### src/rtl/pwm_capture.sv
// pwm_capture: measures period and active time of an asynchronous PWM input.
// The input is synchronised, optionally inverted, and edge-detected. A small
// FSM times rising-to-rising (period) and rising-to-falling (duty) intervals.
// Optional feature: define PWM_CAPTURE_TIMEOUT_EN to compile in the no-edge
// timeout. Without it, timeout and stuck_level are tied low.
module pwm_capture #(
  parameter int unsigned COUNTER_WIDTH = 32,
  parameter int unsigned SYNC_STAGES   = 2
) (
  input  logic                     clk,
  input  logic                     rst,
  input  logic                     pwm_in,
  input  logic                     enable,
  input  logic                     polarity,
  input  logic [COUNTER_WIDTH-1:0] timeout_cycles,
  output logic [COUNTER_WIDTH-1:0] period,
  output logic [COUNTER_WIDTH-1:0] duty,
  output logic                     valid,
  output logic                     overflow,
  output logic                     timeout,
  output logic                     stuck_level
);

  localparam logic [1:0] StIdle     = 2'd0;
  localparam logic [1:0] StActive   = 2'd1;
  localparam logic [1:0] StInactive = 2'd2;

  localparam logic [COUNTER_WIDTH-1:0] CntMax = {COUNTER_WIDTH{1'b1}};
  localparam logic [COUNTER_WIDTH-1:0] CntOne = COUNTER_WIDTH'(1);

  // Saturating increment: holds at all-ones instead of wrapping.
  function automatic logic [COUNTER_WIDTH-1:0] sat_inc(input logic [COUNTER_WIDTH-1:0] v);
    return (v == CntMax) ? v : v + CntOne;
  endfunction

  logic [SYNC_STAGES-1:0]   sync_q;
  logic [SYNC_STAGES:0]     prime_q;
  logic                     prev_q;
  logic                     level;
  logic                     primed;
  logic                     rise;
  logic                     fall;
  logic                     to_fire;

  logic [1:0]               state_q, state_d;
  logic [COUNTER_WIDTH-1:0] run_q, run_d;
  logic [COUNTER_WIDTH-1:0] act_q, act_d;
  logic                     sat_q, sat_d;
  logic [COUNTER_WIDTH-1:0] period_q, period_d;
  logic [COUNTER_WIDTH-1:0] duty_q, duty_d;
  logic                     valid_q, valid_d;
  logic                     ovf_q, ovf_d;
  logic                     timeout_q, timeout_d;
  logic                     stuck_q, stuck_d;

  // Input synchroniser plus a delayed copy of the post-polarity level.
  // prime_q masks edges until the chain holds real samples after reset, so the
  // zeroed flops filling up with a high input are not mistaken for an edge.
  always_ff @(posedge clk) begin
    if (rst) begin
      sync_q  <= '0;
      prime_q <= '0;
      prev_q  <= 1'b0;
    end else begin
      sync_q  <= {sync_q[SYNC_STAGES-2:0], pwm_in};
      prime_q <= {prime_q[SYNC_STAGES-1:0], 1'b1};
      prev_q  <= level;
    end
  end

  assign level  = sync_q[SYNC_STAGES-1] ^ polarity;
  assign primed = prime_q[SYNC_STAGES];
  assign rise   = primed & level & ~prev_q;
  assign fall   = primed & ~level & prev_q;

`ifdef PWM_CAPTURE_TIMEOUT_EN
  logic [COUNTER_WIDTH-1:0] noedge_q, noedge_d;

  assign to_fire = enable && (timeout_cycles != '0) && !(rise || fall) &&
                   (noedge_q == timeout_cycles - CntOne);

  // No-edge counter: restarts on any detected edge, on timeout, or while disabled.
  always_comb begin
    noedge_d = sat_inc(noedge_q);
    if (!enable || rise || fall || to_fire) begin
      noedge_d = '0;
    end
  end

  // No-edge counter register.
  always_ff @(posedge clk) begin
    if (rst) begin
      noedge_q <= '0;
    end else begin
      noedge_q <= noedge_d;
    end
  end
`else
  logic unused_timeout_cycles;
  assign unused_timeout_cycles = ^timeout_cycles;
  assign to_fire = 1'b0;
`endif

  // Measurement FSM and output next-state.
  always_comb begin
    state_d   = state_q;
    run_d     = run_q;
    act_d     = act_q;
    sat_d     = sat_q;
    period_d  = period_q;
    duty_d    = duty_q;
    valid_d   = 1'b0;
    ovf_d     = 1'b0;
    timeout_d = 1'b0;
    stuck_d   = stuck_q;

    if (!enable) begin
      state_d = StIdle;
      run_d   = '0;
      act_d   = '0;
      sat_d   = 1'b0;
    end else begin
      case (state_q)
        StIdle: begin
          if (rise) begin
            state_d = StActive;
            run_d   = CntOne;
            act_d   = CntOne;
            sat_d   = 1'b0;
          end
        end
        StActive: begin
          run_d = sat_inc(run_q);
          if (run_q == CntMax) sat_d = 1'b1;
          if (fall) begin
            // Duty freezes on the falling-detect cycle itself.
            state_d = StInactive;
          end else begin
            act_d = sat_inc(act_q);
            if (act_q == CntMax) sat_d = 1'b1;
          end
        end
        StInactive: begin
          if (rise) begin
            period_d = run_q;
            duty_d   = act_q;
            valid_d  = 1'b1;
            ovf_d    = sat_q;
            run_d    = CntOne;
            act_d    = CntOne;
            sat_d    = 1'b0;
            state_d  = StActive;
          end else begin
            run_d = sat_inc(run_q);
            if (run_q == CntMax) sat_d = 1'b1;
          end
        end
        default: begin
          state_d = StIdle;
          run_d   = '0;
          act_d   = '0;
          sat_d   = 1'b0;
        end
      endcase

      if (to_fire) begin
        timeout_d = 1'b1;
        stuck_d   = level;
        period_d  = '0;
        duty_d    = level ? CntMax : '0;
        state_d   = StIdle;
        run_d     = '0;
        act_d     = '0;
        sat_d     = 1'b0;
      end
    end
  end

  // State, counters and registered outputs.
  always_ff @(posedge clk) begin
    if (rst) begin
      state_q   <= StIdle;
      run_q     <= '0;
      act_q     <= '0;
      sat_q     <= 1'b0;
      period_q  <= '0;
      duty_q    <= '0;
      valid_q   <= 1'b0;
      ovf_q     <= 1'b0;
      timeout_q <= 1'b0;
      stuck_q   <= 1'b0;
    end else begin
      state_q   <= state_d;
      run_q     <= run_d;
      act_q     <= act_d;
      sat_q     <= sat_d;
      period_q  <= period_d;
      duty_q    <= duty_d;
      valid_q   <= valid_d;
      ovf_q     <= ovf_d;
      timeout_q <= timeout_d;
      stuck_q   <= stuck_d;
    end
  end

  assign period      = period_q;
  assign duty        = duty_q;
  assign valid       = valid_q;
  assign overflow    = ovf_q;
  assign timeout     = timeout_q;
  assign stuck_level = stuck_q;

endmodule
### config.mk
export PLATFORM = sky130hd
export DESIGN_NAME = pwm_capture
export DESIGN_NICKNAME = d
export VERILOG_FILES = /design/src/rtl/pwm_capture.sv
export SDC_FILE = /design/constraint.sdc
export NUM_CORES = 1
export LEC_CHECK = 0
export BUFFER_PORTS_ARGS = -buffer_cell sky130_fd_sc_hd__buf_2
export CELL_PAD_IN_SITES_DETAIL_PLACEMENT = 1
export CELL_PAD_IN_SITES_GLOBAL_PLACEMENT = 1
export CORE_UTILIZATION = 37
export DETAILED_ROUTE_END_ITERATION = 10
export HOLD_SLACK_MARGIN = 0.06
export PLACE_DENSITY_LB_ADDON = 0.1
export SLEW_MARGIN = 30
export SYNTH_ARGS = -nofsm -noshare
export SYNTH_HDL_FRONTEND = slang
export SYNTH_SLANG_ARGS = --single-unit
### constraint.sdc
create_clock -name clk -period 2.1 [get_ports clk]
set_input_delay 0.21 -clock clk [delete_from_list [all_inputs] [get_ports clk]]
set_output_delay 0.21 -clock clk [all_outputs]
set_load 0.01 [all_outputs]
-- After elaboration in Yosys (flattened, before gate mapping)
Cells that the tools add are included.
- flip-flop bits (word level): 139
- bits of input ports: 37
- add/subtract/negate cells: 2
- equal/unequal tests: 9
- multiplexer cells: 18
- bitwise gates (word level): 10
- reduce and logical (&&, ||, !) cells: 8
- operator list (kind ; count):
    $mux W32 ; 5
    $pmux W32 S3 ; 1
    $add A32 B1 Y32 const B ; 2
    $eq A32 B32 Y1 const B ; 2
    $pmux W32 S2 ; 1
    $ne A2 B2 Y1 const B ; 4
    $mux W1 ; 7
    $reduce_and A3 Y1 ; 2
    $not A1 Y1 ; 5
    $and A1 B1 Y1 ; 4
    $mux W2 ; 2
    $pmux W2 S2 ; 1
    $reduce_or A2 Y1 ; 2
    $reduce_or A4 Y1 ; 1
    $pmux W1 S3 ; 1
    $reduce_or A3 Y1 ; 1
    $eq A2 B1 Y1 const B ; 1
    $eq A2 B2 Y1 const B ; 1
    $logic_not A2 Y1 ; 1
    $ne A2 B1 Y1 const B ; 1
    $reduce_and A2 Y1 ; 1
    $xor A1 B1 Y1 ; 1

-- Longest topological paths before layout
- depth in word-level cells: 6
- gate-level depth with buffers: 9
- gate-level depth less buffers: 7

-- Worst setup path after synthesis
No wires, ideal clock.
- kind: register -> register
- start: register act_q[8]
- end: register act_q[16]
- arrival time: 2142 ps
- required time: 1971 ps
- path slack: -171 ps
- cell stages (with the launch flop): 9
- path through: dfxtp_1 nand3_2 or4_4 buf_6 or4_4 buf_6 buf_6 a31oi_1 a21oi_1
- longest elaborated chain between the ends: 4
- elaborated cells on any way between the ends: 7
- ends and longest elaborated chain (element ; line ; text):
    start: declaration ; 47 ; logic [COUNTER_WIDTH-1:0] act_q, act_d;
    start signal: assignment ; 195 ; act_q <= act_d;
    $add A32 B1 Y32 ; 33 ; return (v == CntMax) ? v : v + CntOne;
    $mux W32 ; 33 ;
    $mux W32 ; 135 ; if (fall) begin
    $pmux W32 S2 ; 123 ; case (state_q)
Several ways; a longest one is shown, not always the timed one. The select of a mux whose other input is x is not followed.
A chain may end at the register's enable or synchronous reset.

-- Worst setup path after layout
- start: register act_q[16]
- end: register act_q[28]
Same word-level chain as after synthesis.

==> reports/results.ini <==
[clock_tree]
clkTransAtPathRegs_ns = 0.06
cts_buffers = 17
clk_latency_ns = 0.42
cts_tree = yes
root_buffer = clkbuf_16
clk_path_buf_depth = 2
htree_num_levels = 4
clock_sinks = 139

[pwr]
max-vdd-ir-drop_mv = 0.5467
p_leak_nw = 3.135
powerDensity_nw_per_um2 = 676.9
power_mw = 5.911

[timing]
finalClockSkew_ns = 0.01178
period_needed_ns = 2.191
fin_tns_setup_ns = -1.460
rsz0062_at_grt = yes
hold_viol = 0
maxSlewHeadroom_pct = 56.67
finalCritPeriodShare_pct = 104.3
slew_viol_final = 0
tightest_slew_ns = 0.6500
fmax_ghz = 0.4565
timing.final.ws_setup_ns = -0.09065
setup_viol = 22

[grt]
gr-usage-met3_pct = 4.191
use_met1_pct = 29.46
grt_max_degree = 59
gr-total-overflow = 0
grtUsageTotal_pct = 25.15
met2_usage_pct = 45.50
grt_first_pass_wirelength_mm = 34.89
grt_pass1_vias = 6862
antenna_found_initial = 0
busiest_layer = met2

[floorplanning]
core_um2 = 16520
std_cell_rows = 47
pin_count = 105
die_h_um = 132.1
dieArea_um2 = 17450
fp.dieW_um = 132.1
start_util_pct = 37.90

[cells_and_area]
postLayoutCoreUtil_pct = 52.85
antennaDiodeCount = 0
synthToLayoutAreaGrowth_pct = 39.46
nNetsFinal = 989
final_cell_area_um2 = 8733
layout-drive-gt1-share_pct = 33.12

[placed_design]
placed_area_um2 = 7579
finalWeightedCongestion = 0.8490
place_hpwl_mm = 14.44
portBuffers = 70
dpl_worst_slack_ns = -0.07730

[yosys]
synth_area_um2 = 6262
synth_top_area_share_pct = 44.44
ys_ff_latch = 139
synth_edf_count = 0
synth_common_cells = nand2_1 (175), dfxtp_1 (139), a21oi_1 (118)
async_flop_share_pct = 0
synth.most_common_cell = nand2_1
syn_area_per_cell_um2 = 8.008
synth-seq-area-share_pct = 44.44
yosys_most_used_dff = dfxtp_1
yosysWarnings = 0
synth_area_leaders = dfxtp_1 (44%), nand2_1 (10%), a21oi_1 (9.4%)
syn_inst = 782
synth_top_area_cell = dfxtp_1
synth_cell_types = 61

[routing]
routed_wl_mm = 22.02
post_drt_wl_per_cell_um = 18.71
drtAntennaViolNets = 0
dr.first_iter.drc_count = 329
dr.pass1.iters = 4
drc = 0
vias_per_cell = 5.657
num_vias = 6658

[worst_setup_path]
cp_cell_sequence = nand4_1 > or4_4 > buf_6 > nor4_4 > buf_4 > o21bai_4 > buf_4 > a21oi_2
cp_top_family = simple AND/OR/NAND/NOR gates
crit_fanout = 8
arrival_ns = 2.54
crit_top_cell = buf_4
cp_slowest_stage_delay_ns = 0.64
required_ns = 2.45
startpoint_type = flip-flop
path_class = reg2reg
crit_buf_inv = 3
worst_path_max_delay_cell = or4_4
endpoint_kind = flip-flop

[outcome]
failed_checks = setup timing
status = complete, but fails checks

[flow_run]
drv_cap = 0

[worst_hold_path]
min_path_type = in2reg

-- power by group --
part	total [mW]	switching (mW)	internal, mW
Combinational	0.238	0.154	0.0840
Clock	3.02	1.15	1.87
Sequential	2.65	0.00787	2.64
Total	5.91	1.31	4.60
-- path summary, 6_finish.rpt --
check,from,end,slack (ns),cells after the start
hold reg to reg,prime_q[1],prime_q[2],0.44,1
setup reg to reg,act_q[16],act_q[28],-0.09,8
setup / recovery,act_q[16],act_q[28],-0.09,8
hold / removal,rst,prime_q[0],0.16,2
-- layout by cell type (no fill, tap or decap), types with 5 or more instances in the layout --
cell | netlist | routed
o31ai_1 | 17 | 16
o21ai_0 | 32 | 31
o221a_2 | 6 | 6
buf_4 | 2 | 106
and4_1 | 9 | 8
nor4_4 | 1 | 6
a31oi_1 | 10 | 8
nor2b_1 | 8 | 7
nand2b_1 | 5 | 5
a21o_1 | 5 | 5
dfxtp_2 | 0 | 9
nor2_1 | 18 | 17
nor3_2 | 0 | 5
or4_1 | 19 | 18
nor3_1 | 16 | 10
buf_6 | 3 | 8
a21oi_2 | 0 | 12
clkbuf_16 | 0 | 18
buf_2 | 4 | 71
or3_1 | 14 | 14
inv_1 | 9 | 7
nor4_2 | 2 | 5
nand3_1 | 24 | 19
or4_4 | 2 | 5
dfxtp_1 | 139 | 127
nand2_1 | 175 | 170
and2_1 | 4 | 5
and3_1 | 10 | 7
nand4_1 | 26 | 26
a21oi_1 | 118 | 106
-- metrics by stage --
| step | instances | hold slack [ns] |
|---|---|---|
| 2_1_floorplan | 783 | 0.3382 |
| 3_3_place_gp | 1131 | 0.4181 |
| 3_5_place_dp | 1131 | 0.4288 |
| 4_1_cts | 1174 | 0.1328 |
| 5_1_grt | 1177 | 0.1774 |
| 6_report | 1177 | 0.1644 |
-- state kept, by name, indices dropped and copies added (netlist names) --
signal and count:
state_q 2, sat_q 1, run_q 32, overflow 1, valid 1, act_q 32
period 32, sync_q 2, prev_q 1, duty 32, prime_q 3
-- final cells by class --
class	count	area (um2)
Timing Repair Buffer	190	1331
Tap cell	220	275.3
Multi-Input combinational cell	588	3691
Clock inverter	10	115.1
Fill cell	1971	7791
Inverter	9	33.78
Sequential cell	139	2805
Clock buffer	21	481.7
-- timing repair --
item | in CTS | in global routing
hold endpoints to repair | 1 | 0
pin swaps | 7 | 23
resized for setup | 29 | 67
setup buffers | 7 | 3
cloned | 4 | 0
endpoints found under the setup margin | 29 | 53
hold buffers | 1 | 0
-- cells by family after synthesis --
group	after synthesis	synth area share, %
DFF	139	44.44
xor gates and xnor gates	2	0.2798
muxes	3	0.4795
and+or+nand+nor	357	28.89
buffers and inverters	58	4.036
adders and majority gates	7	1.399
AOI/OAI and AO/OA	215	20.42
other	1	0.05988
-- routing by layer --
layer / part of all wire, % / vias to the layer above
li1: - / 3170
met1: 43 / 3320
met2: 52 / 126
met3: 2.8 / 42
met4: 2.4 / 0
met5: 0 / -
-- worst register-to-register path: stages (launching register included) --
cell      delay, ns
dfxtp_2        0.33
nand4_1        0.18
or4_4          0.64
buf_6          0.16
nor4_4         0.21
buf_4          0.19
o21bai_4       0.11
buf_4          0.18
a21oi_2        0.13
Note: power is estimated with default switching activity, not from simulation.
